**config.mk**
```make
export PLATFORM = sky130hd
export DESIGN_NAME = multicycle_control
export DESIGN_NICKNAME = d
export VERILOG_FILES = /design/src/rtl/multicycle_control.sv
export SDC_FILE = /design/constraint.sdc
export NUM_CORES = 1
export LEC_CHECK = 0
export CORE_AREA = 2 2 75 77
export CTS_CLUSTER_SIZE = 25
export DETAILED_ROUTE_END_ITERATION = 12
export DIE_AREA = 0 0 77 79
export PLACE_DENSITY = 0.75
export SLEW_MARGIN = 20
export SYNTH_ARGS = -nofsm -noshare
export SYNTH_HDL_FRONTEND = slang
export SYNTH_SLANG_ARGS = --single-unit
```
**constraint.sdc**
```tcl
create_clock -name clk -period 2.02 [get_ports clk]
set_clock_uncertainty 0.15 [all_clocks]
set_input_delay 0.404 -clock clk [delete_from_list [all_inputs] [get_ports clk]]
set_output_delay 0.404 -clock clk [all_outputs]
set_load 0.02 [all_outputs]
```
**src/rtl/multicycle_control.sv**
```systemverilog
// Sequencing controller for a multi-cycle RV32I core: steps FETCH/DECODE/EXEC/MEM/WB
// over a single shared memory port and drives the datapath mux/enable controls.
module multicycle_control #(
  parameter int CNT_W = 32
) (
  input  logic             clk,
  input  logic             reset,
  input  logic             run,
  input  logic [6:0]       opcode,
  input  logic             br_cond,
  input  logic             mem_ready,
  output logic             mem_req,
  output logic             mem_we,
  output logic             iord,
  output logic             ir_write,
  output logic             mdr_write,
  output logic             pc_write,
  output logic [1:0]       pc_src,
  output logic [1:0]       alu_src_a,
  output logic [1:0]       alu_src_b,
  output logic [1:0]       alu_op,
  output logic             reg_write,
  output logic [1:0]       wb_sel,
  output logic             illegal,
  output logic [2:0]       state,
  output logic [CNT_W-1:0] retired
);

  typedef enum logic [2:0] {
    S_IDLE   = 3'd0,
    S_FETCH  = 3'd1,
    S_DECODE = 3'd2,
    S_EXEC   = 3'd3,
    S_MEM    = 3'd4,
    S_WB     = 3'd5,
    S_TRAP   = 3'd6
  } state_t;

  typedef enum logic [2:0] {
    OP_R, OP_I, OP_LW, OP_SW, OP_B, OP_JAL, OP_JALR, OP_BAD
  } op_class_t;

  localparam logic [6:0] OPC_R    = 7'b0110011;
  localparam logic [6:0] OPC_I    = 7'b0010011;
  localparam logic [6:0] OPC_LW   = 7'b0000011;
  localparam logic [6:0] OPC_SW   = 7'b0100011;
  localparam logic [6:0] OPC_B    = 7'b1100011;
  localparam logic [6:0] OPC_JAL  = 7'b1101111;
  localparam logic [6:0] OPC_JALR = 7'b1100111;

  localparam logic [1:0] PC_ALU     = 2'd0;
  localparam logic [1:0] PC_ALUOUT  = 2'd1;
  localparam logic [1:0] PC_ALU_ALN = 2'd2;
  localparam logic [1:0] A_PC       = 2'd0;
  localparam logic [1:0] A_RS1      = 2'd1;
  localparam logic [1:0] A_OLDPC    = 2'd2;
  localparam logic [1:0] B_RS2      = 2'd0;
  localparam logic [1:0] B_FOUR     = 2'd1;
  localparam logic [1:0] B_IMM      = 2'd2;
  localparam logic [1:0] ALU_ADD    = 2'd0;
  localparam logic [1:0] ALU_SUB    = 2'd1;
  localparam logic [1:0] ALU_FUNCT  = 2'd2;
  localparam logic [1:0] WB_ALUOUT  = 2'd0;
  localparam logic [1:0] WB_MDR     = 2'd1;
  localparam logic [1:0] WB_PC      = 2'd2;

  state_t    cur;
  op_class_t op_cls;
  state_t    after_retire;
  logic      is_ctl_flow;

  assign state = cur;

  always_comb begin
    op_cls = OP_BAD;
    case (opcode)
      OPC_R:    op_cls = OP_R;
      OPC_I:    op_cls = OP_I;
      OPC_LW:   op_cls = OP_LW;
      OPC_SW:   op_cls = OP_SW;
      OPC_B:    op_cls = OP_B;
      OPC_JAL:  op_cls = OP_JAL;
      OPC_JALR: op_cls = OP_JALR;
      default:  op_cls = OP_BAD;
    endcase
  end

  // run is only looked at when a new instruction would start
  assign after_retire = run ? S_FETCH : S_IDLE;
  assign is_ctl_flow  = (op_cls == OP_B) || (op_cls == OP_JAL) || (op_cls == OP_JALR);

  always_ff @(posedge clk or posedge reset) begin
    if (reset) begin
      cur     <= S_IDLE;
      illegal <= 1'b0;
      retired <= '0;
    end else begin
      case (cur)
        S_IDLE: begin
          if (run)
            cur <= S_FETCH;
        end
        S_FETCH: begin
          if (mem_ready)
            cur <= S_DECODE;
        end
        S_DECODE: begin
          if (op_cls == OP_BAD) begin
            cur     <= S_TRAP;
            illegal <= 1'b1;
          end else begin
            cur <= S_EXEC;
          end
        end
        S_EXEC: begin
          if (op_cls == OP_R || op_cls == OP_I) begin
            cur <= S_WB;
          end else if (op_cls == OP_LW || op_cls == OP_SW) begin
            cur <= S_MEM;
          end else if (is_ctl_flow) begin
            cur     <= after_retire;
            retired <= retired + CNT_W'(1);
          end else begin
            cur     <= S_TRAP;
            illegal <= 1'b1;
          end
        end
        S_MEM: begin
          if (mem_ready) begin
            if (op_cls == OP_SW) begin
              cur     <= after_retire;
              retired <= retired + CNT_W'(1);
            end else begin
              cur <= S_WB;
            end
          end
        end
        S_WB: begin
          cur     <= after_retire;
          retired <= retired + CNT_W'(1);
        end
        S_TRAP: begin
          cur <= S_TRAP;
        end
        default: begin
          cur <= S_IDLE;
        end
      endcase
    end
  end

  // Controls are decoded straight from state so an async reset drops every strobe at once
  always_comb begin
    mem_req   = 1'b0;
    mem_we    = 1'b0;
    iord      = 1'b0;
    ir_write  = 1'b0;
    mdr_write = 1'b0;
    pc_write  = 1'b0;
    pc_src    = PC_ALU;
    alu_src_a = A_PC;
    alu_src_b = B_RS2;
    alu_op    = ALU_ADD;
    reg_write = 1'b0;
    wb_sel    = WB_ALUOUT;
    case (cur)
      S_FETCH: begin
        mem_req   = 1'b1;
        alu_src_a = A_PC;
        alu_src_b = B_FOUR;
        alu_op    = ALU_ADD;
        if (mem_ready) begin
          ir_write = 1'b1;
          pc_write = 1'b1;
          pc_src   = PC_ALU;
        end
      end
      S_DECODE: begin
        alu_src_a = A_OLDPC;
        alu_src_b = B_IMM;
        alu_op    = ALU_ADD;
      end
      S_EXEC: begin
        case (op_cls)
          OP_R: begin
            alu_src_a = A_RS1;
            alu_src_b = B_RS2;
            alu_op    = ALU_FUNCT;
          end
          OP_I: begin
            alu_src_a = A_RS1;
            alu_src_b = B_IMM;
            alu_op    = ALU_FUNCT;
          end
          OP_LW, OP_SW: begin
            alu_src_a = A_RS1;
            alu_src_b = B_IMM;
            alu_op    = ALU_ADD;
          end
          OP_B: begin
            alu_src_a = A_RS1;
            alu_src_b = B_RS2;
            alu_op    = ALU_SUB;
            pc_write  = br_cond;
            pc_src    = PC_ALUOUT;
          end
          OP_JAL: begin
            pc_write  = 1'b1;
            pc_src    = PC_ALUOUT;
            reg_write = 1'b1;
            wb_sel    = WB_PC;
          end
          OP_JALR: begin
            alu_src_a = A_RS1;
            alu_src_b = B_IMM;
            alu_op    = ALU_ADD;
            pc_write  = 1'b1;
            pc_src    = PC_ALU_ALN;
            reg_write = 1'b1;
            wb_sel    = WB_PC;
          end
          default: begin
          end
        endcase
      end
      S_MEM: begin
        mem_req   = 1'b1;
        iord      = 1'b1;
        mem_we    = (op_cls == OP_SW);
        mdr_write = mem_ready && (op_cls == OP_LW);
      end
      S_WB: begin
        reg_write = 1'b1;
        wb_sel    = (op_cls == OP_LW) ? WB_MDR : WB_ALUOUT;
      end
      default: begin
      end
    endcase
  end

endmodule
```
==> flow_summary_export.csv, run 1 <==
group,metric,value,unit
status,status,"finished with violations",
status,violations,"negative setup slack",
global_route,antenna_found_initial,0,
clocking,cts_sinks,36,
power,internal-power,2.02,mW
synthesis,avgSynthCellArea,10.1,um^2
power,clock_power_share,14.4,%
route,via_per_inst,5.37,
clocking,cts_hold_buf,0,
synthesis,ys_seq_elements,36,
route,wl,7900,um
setup_path,crit_path_cell_trace,"buf_6, buf_6, nand3b_1, buf_4, a31oi_4, a2111oi_4, buf_4, buf_12, nand4_1, xnor2_1",
min_path,holdCritPathClass,"in -> async",
synthesis,yosysUniqueCellTypes,45,
synthesis,synth.area.mux_share,0.979,%
finish,n_antenna_cell,0,
clocking,clk_pin_slew,70,ps
timing,rsz0062_at_grt,"true",
setup_path,worst-path-max-fanout,8,
setup_path,crit_start,"state[1]$_DFFE_PP0P_",
setup_path,worst_ep_required_time,2040,ps
clocking,cts_buffers,5,
die,die_area,0.00608,mm^2
synthesis,synthAdderAreaFrac,0.576,%
synthesis,synth_top_family_by_area,"simple AND/OR/NAND/NOR gates",
power,leakage,1.87,nW
timing,drv_slew,0,
setup_path,end_kind,"register",
finish,area_delta_synth_final,86.9,%
finish,instances_no_fill,427,
place,portBuffers,64,
setup_path,critPathMaxStageDelay,400,ps
route,vias,2294,
place,gp_congestion,0.815,
timing,hold_viol,0,
clocking,clkLatencyLatePin,280,ps
setup_path,path_class,"reg -> reg",
die,initial_core_util,40.7,%
synthesis,synthArstFlopShare,100,%
synthesis,ys_warn_count,0,
die,rows,27,
timing,postLayoutSetupSlackWorst,-299,ps
route,drt-pass1-iter-count,4,
die,core,0.00534,mm^2
synthesis,synth_compound_area_share,12.2,%
die,num_io_pins,65,
clocking,cts_buffer_depth,2,
synthesis,netlist_area,0.00217,mm^2
synthesis,synth-edff-count,0,
place,dpl.cell_count,392,
setup_path,worst_setup_path_start_kind,"register",
setup_path,crit_family,"buffers and inverters",
power,p_sw_share,38.5,%
clocking,cts.root.buffer_cell,"clkbuf_8",
power,p_sw,1.26,mW
setup_path,cp_slowest_cell,"dfrtp_1",
power,combPwrFrac,59.4,%
timing,max_slew_margin,55.1,%
synthesis,synth_seq_area_share,41.5,%
timing,timing.hold.ws,317,ps
clocking,htreeDepth,2,
timing,tightestPinTransition,671,ps
power,sequentialPowerShare,26.2,%
synthesis,yosys.area_share.simple,28.1,%
finish,finalNetCount,368,
timing,period_minus_slack,2320,ps
setup_path,critPathBufInv,5,
global_route,grt_max_degree,17,
timing,fmax,431,MHz
timing,setup_viol,46,
global_route,track_usage,21.6,%
place,dpl.hpwl,4370,um
synthesis,yosys.area_share.xor_xnor,13.2,%
route,ant_nets,0,
finish,finish.utilization,76.0,%
synthesis,ys.flop_type,"dfrtp_1",
timing,period_share,115,%
die,die_h,79,um
clocking,cts_tree,"done",
run,maxCapViolations,0,
global_route,overflow,0,
finish,drive_gt1_share,52.4,%
synthesis,syn-instance-count,216,
global_route,grt_pass1_vias,2220,
power,ir_drop,0.000444,V
global_route,grt_pass1_wl,10600,um
place,dp_slack,-1060,ps
route,drt-wirelength-per-cell,18.5,um
setup_path,r2r_start,"state[1]$_DFFE_PP0P_",
route,route.detailed.drc,0,
route,initialDrtViolationCount,121,
die,die_w,77,um
setup_path,critPathArrivalTime,2340,ps
finish,fillers,355,
synthesis,synth_fp_nets,229,
power,power_density,809,mW/mm^2
## metrics by stage
stage / power [mW] / TNS [ps] / area, um^2
after floorplan: 1.62 / -197 / 2230
final: 3.28 / -8650 / 4060
after global placement: 2.29 / -29180 / 3300
after global routing: 3.45 / -11630 / 4060
after detailed placement: 2.32 / -30000 / 3300
after CTS: 3.01 / -7610 / 3670
## cells in the mapped netlist, types with 2 or more instances
master	n	share of area [%]
xor2_1	3	1.2
a211oi_1	2	0.69
inv_1	4	0.69
clkbuf_1	3	0.52
a31oi_4	2	2.0
buf_2	2	0.46
nand2_1	24	4.1
a2111oi_4	2	2.5
nand3_1	7	1.6
nand2b_1	2	0.58
buf_6	2	1.0
and3_1	8	2.3
xnor2_1	28	11
dfrtp_1	36	41
nand4_1	12	3.5
and2b_1	2	0.69
o31ai_1	3	1.0
a21oi_1	7	1.6
and4_1	3	1.2
buf_4	2	0.69
or4_1	2	0.69
nor2_1	10	1.7
o21ai_0	7	1.6
nor2b_1	2	0.58
and2_1	9	2.6
nor3_1	5	1.2
or2_2	2	0.58
and3b_1	2	0.81
nand3_2	7	3.2
## power by group through the flow
stage,sequential (mW),clock (mW),combinational [mW]
6_report,0.860,0.474,1.95
5_1_grt,0.869,0.523,2.06
4_1_cts,0.857,0.491,1.66
3_5_place_dp,0.867,0,1.45
3_3_place_gp,0.861,0,1.43
2_1_floorplan,0.996,0,0.619
## path summary, 6_finish.rpt
check                      slack [ps]  cells after the start                       to
min                               320                      2  retired[31]$_DFFE_PP0P_
max reg2reg                      -300                     10  retired[21]$_DFFE_PP0P_
min in group clk                  330                      1  retired[31]$_DFFE_PP0P_
min reg2reg                       330                      1  retired[31]$_DFFE_PP0P_
max in group asynchronous         920                      3  retired[19]$_DFFE_PP0P_
max                              -300                     10  retired[21]$_DFFE_PP0P_
## cell families (layout without fill, tap and decap cells)
kind of cell	after synthesis	after routing
and+or+nand+nor	103	103
DFF	36	36
xor gates and xnor gates	32	32
AOI/OAI and AO/OA	29	29
buffers and inverters	13	152
muxes	2	2
adders and majority gates	1	1
## worst reg2reg max path: stages (launching register included)
cell and delay, ps:
dfrtp_1 400, buf_6 130, buf_6 130, nand3b_1 200, buf_4 180, a31oi_4 50
a2111oi_4 300, buf_4 200, buf_12 140, nand4_1 160, xnor2_1 170
## sequential cells by signal, summed over array words and instances (netlist names)
name     flops
illegal      1
state        3
retired     32
## layer usage
metal	part of all wire, %	wire [um]	GRT usage [%]	up-vias
met5	0	0	0	-
met4	4.3	340	6.79	0
met3	4.5	352	3.41	24
met2	52	4120	38.9	77
met1	39	3090	26.8	1152
li1	-	-	-	1041
## timing repair
action                                  CTS  global route
pin swaps                                38            37
gates resized for setup                 172            67
endpoints found under the setup margin   52            49
gates cloned                              0             1
setup buffers                            17            15
## placed cells by master (no fill, tap or decap), types with 6 or more instances in the layout
cell	n
buf_4	51
clkdlybuf4s50_1	36
buf_6	36
dfrtp_1	34
xnor2_1	21
nand4_1	12
nand2_2	10
and3_1	8
nand2_1	8
nand3_4	8
xnor2_2	8
and2_1	6
nand2_4	6
## cell type report
| cell class | count | area (um^2) | share of cell area, % |
|---|---|---|---|
| inverter | 4 | 17.5 | 0.432 |
| sequential | 36 | 903 | 22.3 |
| timing repair buffer | 141 | 1360 | 33.6 |
| multi-input combinational | 167 | 1610 | 39.6 |
| clock inverter | 1 | 5.00 | 0.123 |
| clock buffer | 6 | 72.6 | 1.79 |
| tap | 72 | 90.1 | 2.22 |
No activity file was read; power rests on OpenSTA's default activity.
==> inputs of run 2 (changes only) <==
--- a/config.mk
+++ b/config.mk
@@ -9,7 +9,7 @@
 export CTS_CLUSTER_SIZE = 25
 export DETAILED_ROUTE_END_ITERATION = 12
 export DIE_AREA = 0 0 77 79
-export PLACE_DENSITY = 0.75
+export PLACE_DENSITY = 0.78
 export SLEW_MARGIN = 20
 export SYNTH_ARGS = -nofsm -noshare
 export SYNTH_HDL_FRONTEND = slang
==> flow_summary_export.csv, run 2 (synthesis gave the netlist of run 1 again) <==
group,metric,value,unit
global_route,grt_pass1_wl,11900,um
clocking,cts_hold_buf,0,
clocking,clk_pin_slew,80,ps
route,drt-pass1-iter-count,4,
timing,postLayoutSetupSlackWorst,-354,ps
route,initialDrtViolationCount,136,
setup_path,crit_start,"opcode[5]",
route,drt-wirelength-per-cell,20.0,um
global_route,track_usage,25.0,%
clocking,cts_buffers,5,
die,initial_core_util,40.7,%
route,via_per_inst,5.53,
setup_path,critPathArrivalTime,1820,ps
power,p_sw_share,39.3,%
route,wl,8570,um
status,status,"finished with violations",
die,die_w,77,um
clocking,cts_buffer_depth,2,
die,die_area,0.00608,mm^2
clocking,cts_sinks,36,
timing,period_minus_slack,2370,ps
status,violations,"negative setup slack",
finish,top_register,"retired",
global_route,antenna_found_initial,0,
timing,hold_viol,0,
finish,finalInstanceArea,0.00411,mm^2
timing,fmax,421,MHz
clocking,htreeDepth,2,
power,leakage,1.95,nW
die,num_io_pins,65,
power,ir_drop,0.000429,V
power,total_power,3.38,mW
timing,setup_viol,48,
power,p_sw,1.33,mW
power,clock_power_share,16.6,%
timing,drv_slew,0,
run,maxCapViolations,0,
setup_path,ff2ff_path_depth,9,
place,dpl.hpwl,4280,um
power,internal-power,2.05,mW
die,core,0.00534,mm^2
route,route.detailed.drc,0,
power,power_density,822,mW/mm^2
place,gp_congestion,0.897,
timing,rsz0062_at_grt,"true",
finish,largest_register_ff_count,32,
setup_path,worst-path-max-fanout,3,
power,combPwrFrac,57.8,%
die,die_h,79,um
setup_path,worst_ep_required_time,1470,ps
clocking,clkLatencyLatePin,300,ps
min_path,holdCritPathClass,"in -> async",
clocking,cts.root.buffer_cell,"clkbuf_8",
finish,n_antenna_cell,0,
setup_path,path_class,"in -> out",
timing,max_slew_margin,60.8,%
global_route,grt_pass1_vias,2331,
finish,final_common_cell,"buf_4",
finish,finalNetCount,368,
setup_path,worst_setup_path_start_kind,"input pin",
place,portBuffers,64,
finish,area_delta_synth_final,89.2,%
die,rows,27,
place,placed_area,0.00330,mm^2
global_route,grt_max_degree,17,
timing,period_share,118,%
power,sequentialPowerShare,25.6,%
global_route,overflow,0,
setup_path,r2r_start,"state[2]$_DFFE_PP0P_",
route,vias,2365,
route,ant_nets,0,
clocking,cts_tree,"done",
setup_path,end_kind,"output port",
timing,tightestPinTransition,588,ps
finish,drive_gt1_share,51.4,%
finish,final_cell_mix,"buf_4, buf_6, dfrtp_1, clkdlybuf4s50_1, xnor2_1",
[run 2: changes by cell type in the layout (fill, tap and decap cells not counted), sizes merged]
cell           previous run  this run
clkbuf                    7        10
buf                      98        96
clkdlybuf4s50            36        34
dlymetal6s2s              2         4
clkinv                    1         0
clkinvlp                  0         1
[run 2: layout make-up]
class                      instances  area [um^2]
tap                               72         90.1
multi-input combinational        167         1610
clock inverter                     1         7.51
sequential                        36          902
inverter                           4         17.5
fill                             331         1230
timing repair buffer             141         1400
clock buffer                       7         86.3
[run 2: critical path, stage by stage]
cell,delay (ps)
clkbuf_4,160
and3b_2,270
a21oi_4,60
buf_4,150
or4_4,500
a21oi_4,150
buf_6,130
[run 2: per-stage QoR]
step	setup slack [ps]	utilization, %	hold slack, ps	TNS, ps	std cells
floorplan	-145	-	362	-197	216
global placement	-1040	61.7	308	-26690	390
detailed placement	-1090	61.7	315	-28490	390
CTS	-359	69.6	327	-9460	418
global route	-372	77.0	351	-11640	428
finish	-354	77.0	311	-9040	428
[run 2: what timing repair did]
item,CTS,global route
setup endpoints to repair,51,49
gates cloned,1,1
pin swaps,30,31
buffers inserted,19,13
resized for setup,172,69
[run 2: power groups by stage]
stage / combinational (mW) / sequential [mW] / clock (mW)
2_1_floorplan: 0.619 / 0.996 / 0
3_3_place_gp: 1.41 / 0.866 / 0
3_5_place_dp: 1.44 / 0.870 / 0
4_1_cts: 1.62 / 0.858 / 0.549
5_1_grt: 2.06 / 0.874 / 0.606
6_report: 1.95 / 0.865 / 0.559
[run 2: worst paths after layout]
check | slack, ps | endpoint
setup / recovery | -350 | pc_src[1]
hold / removal | 310 | retired[4]$_DFFE_PP0P_
setup reg to reg | -300 | retired[12]$_DFFE_PP0P_
hold reg to reg | 330 | retired[31]$_DFFE_PP0P_
max in group asynchronous | 910 | retired[10]$_DFFE_PP0P_
min in group clk | 330 | retired[31]$_DFFE_PP0P_
[run 2: metal layers]
metal	routed length, um	vias up	track usage (%)
met4	295	0	11.4
met5	0	-	0
li1	-	1040	-
met2	4430	84	44.1
met1	3500	1213	30.1
met3	342	28	4.09
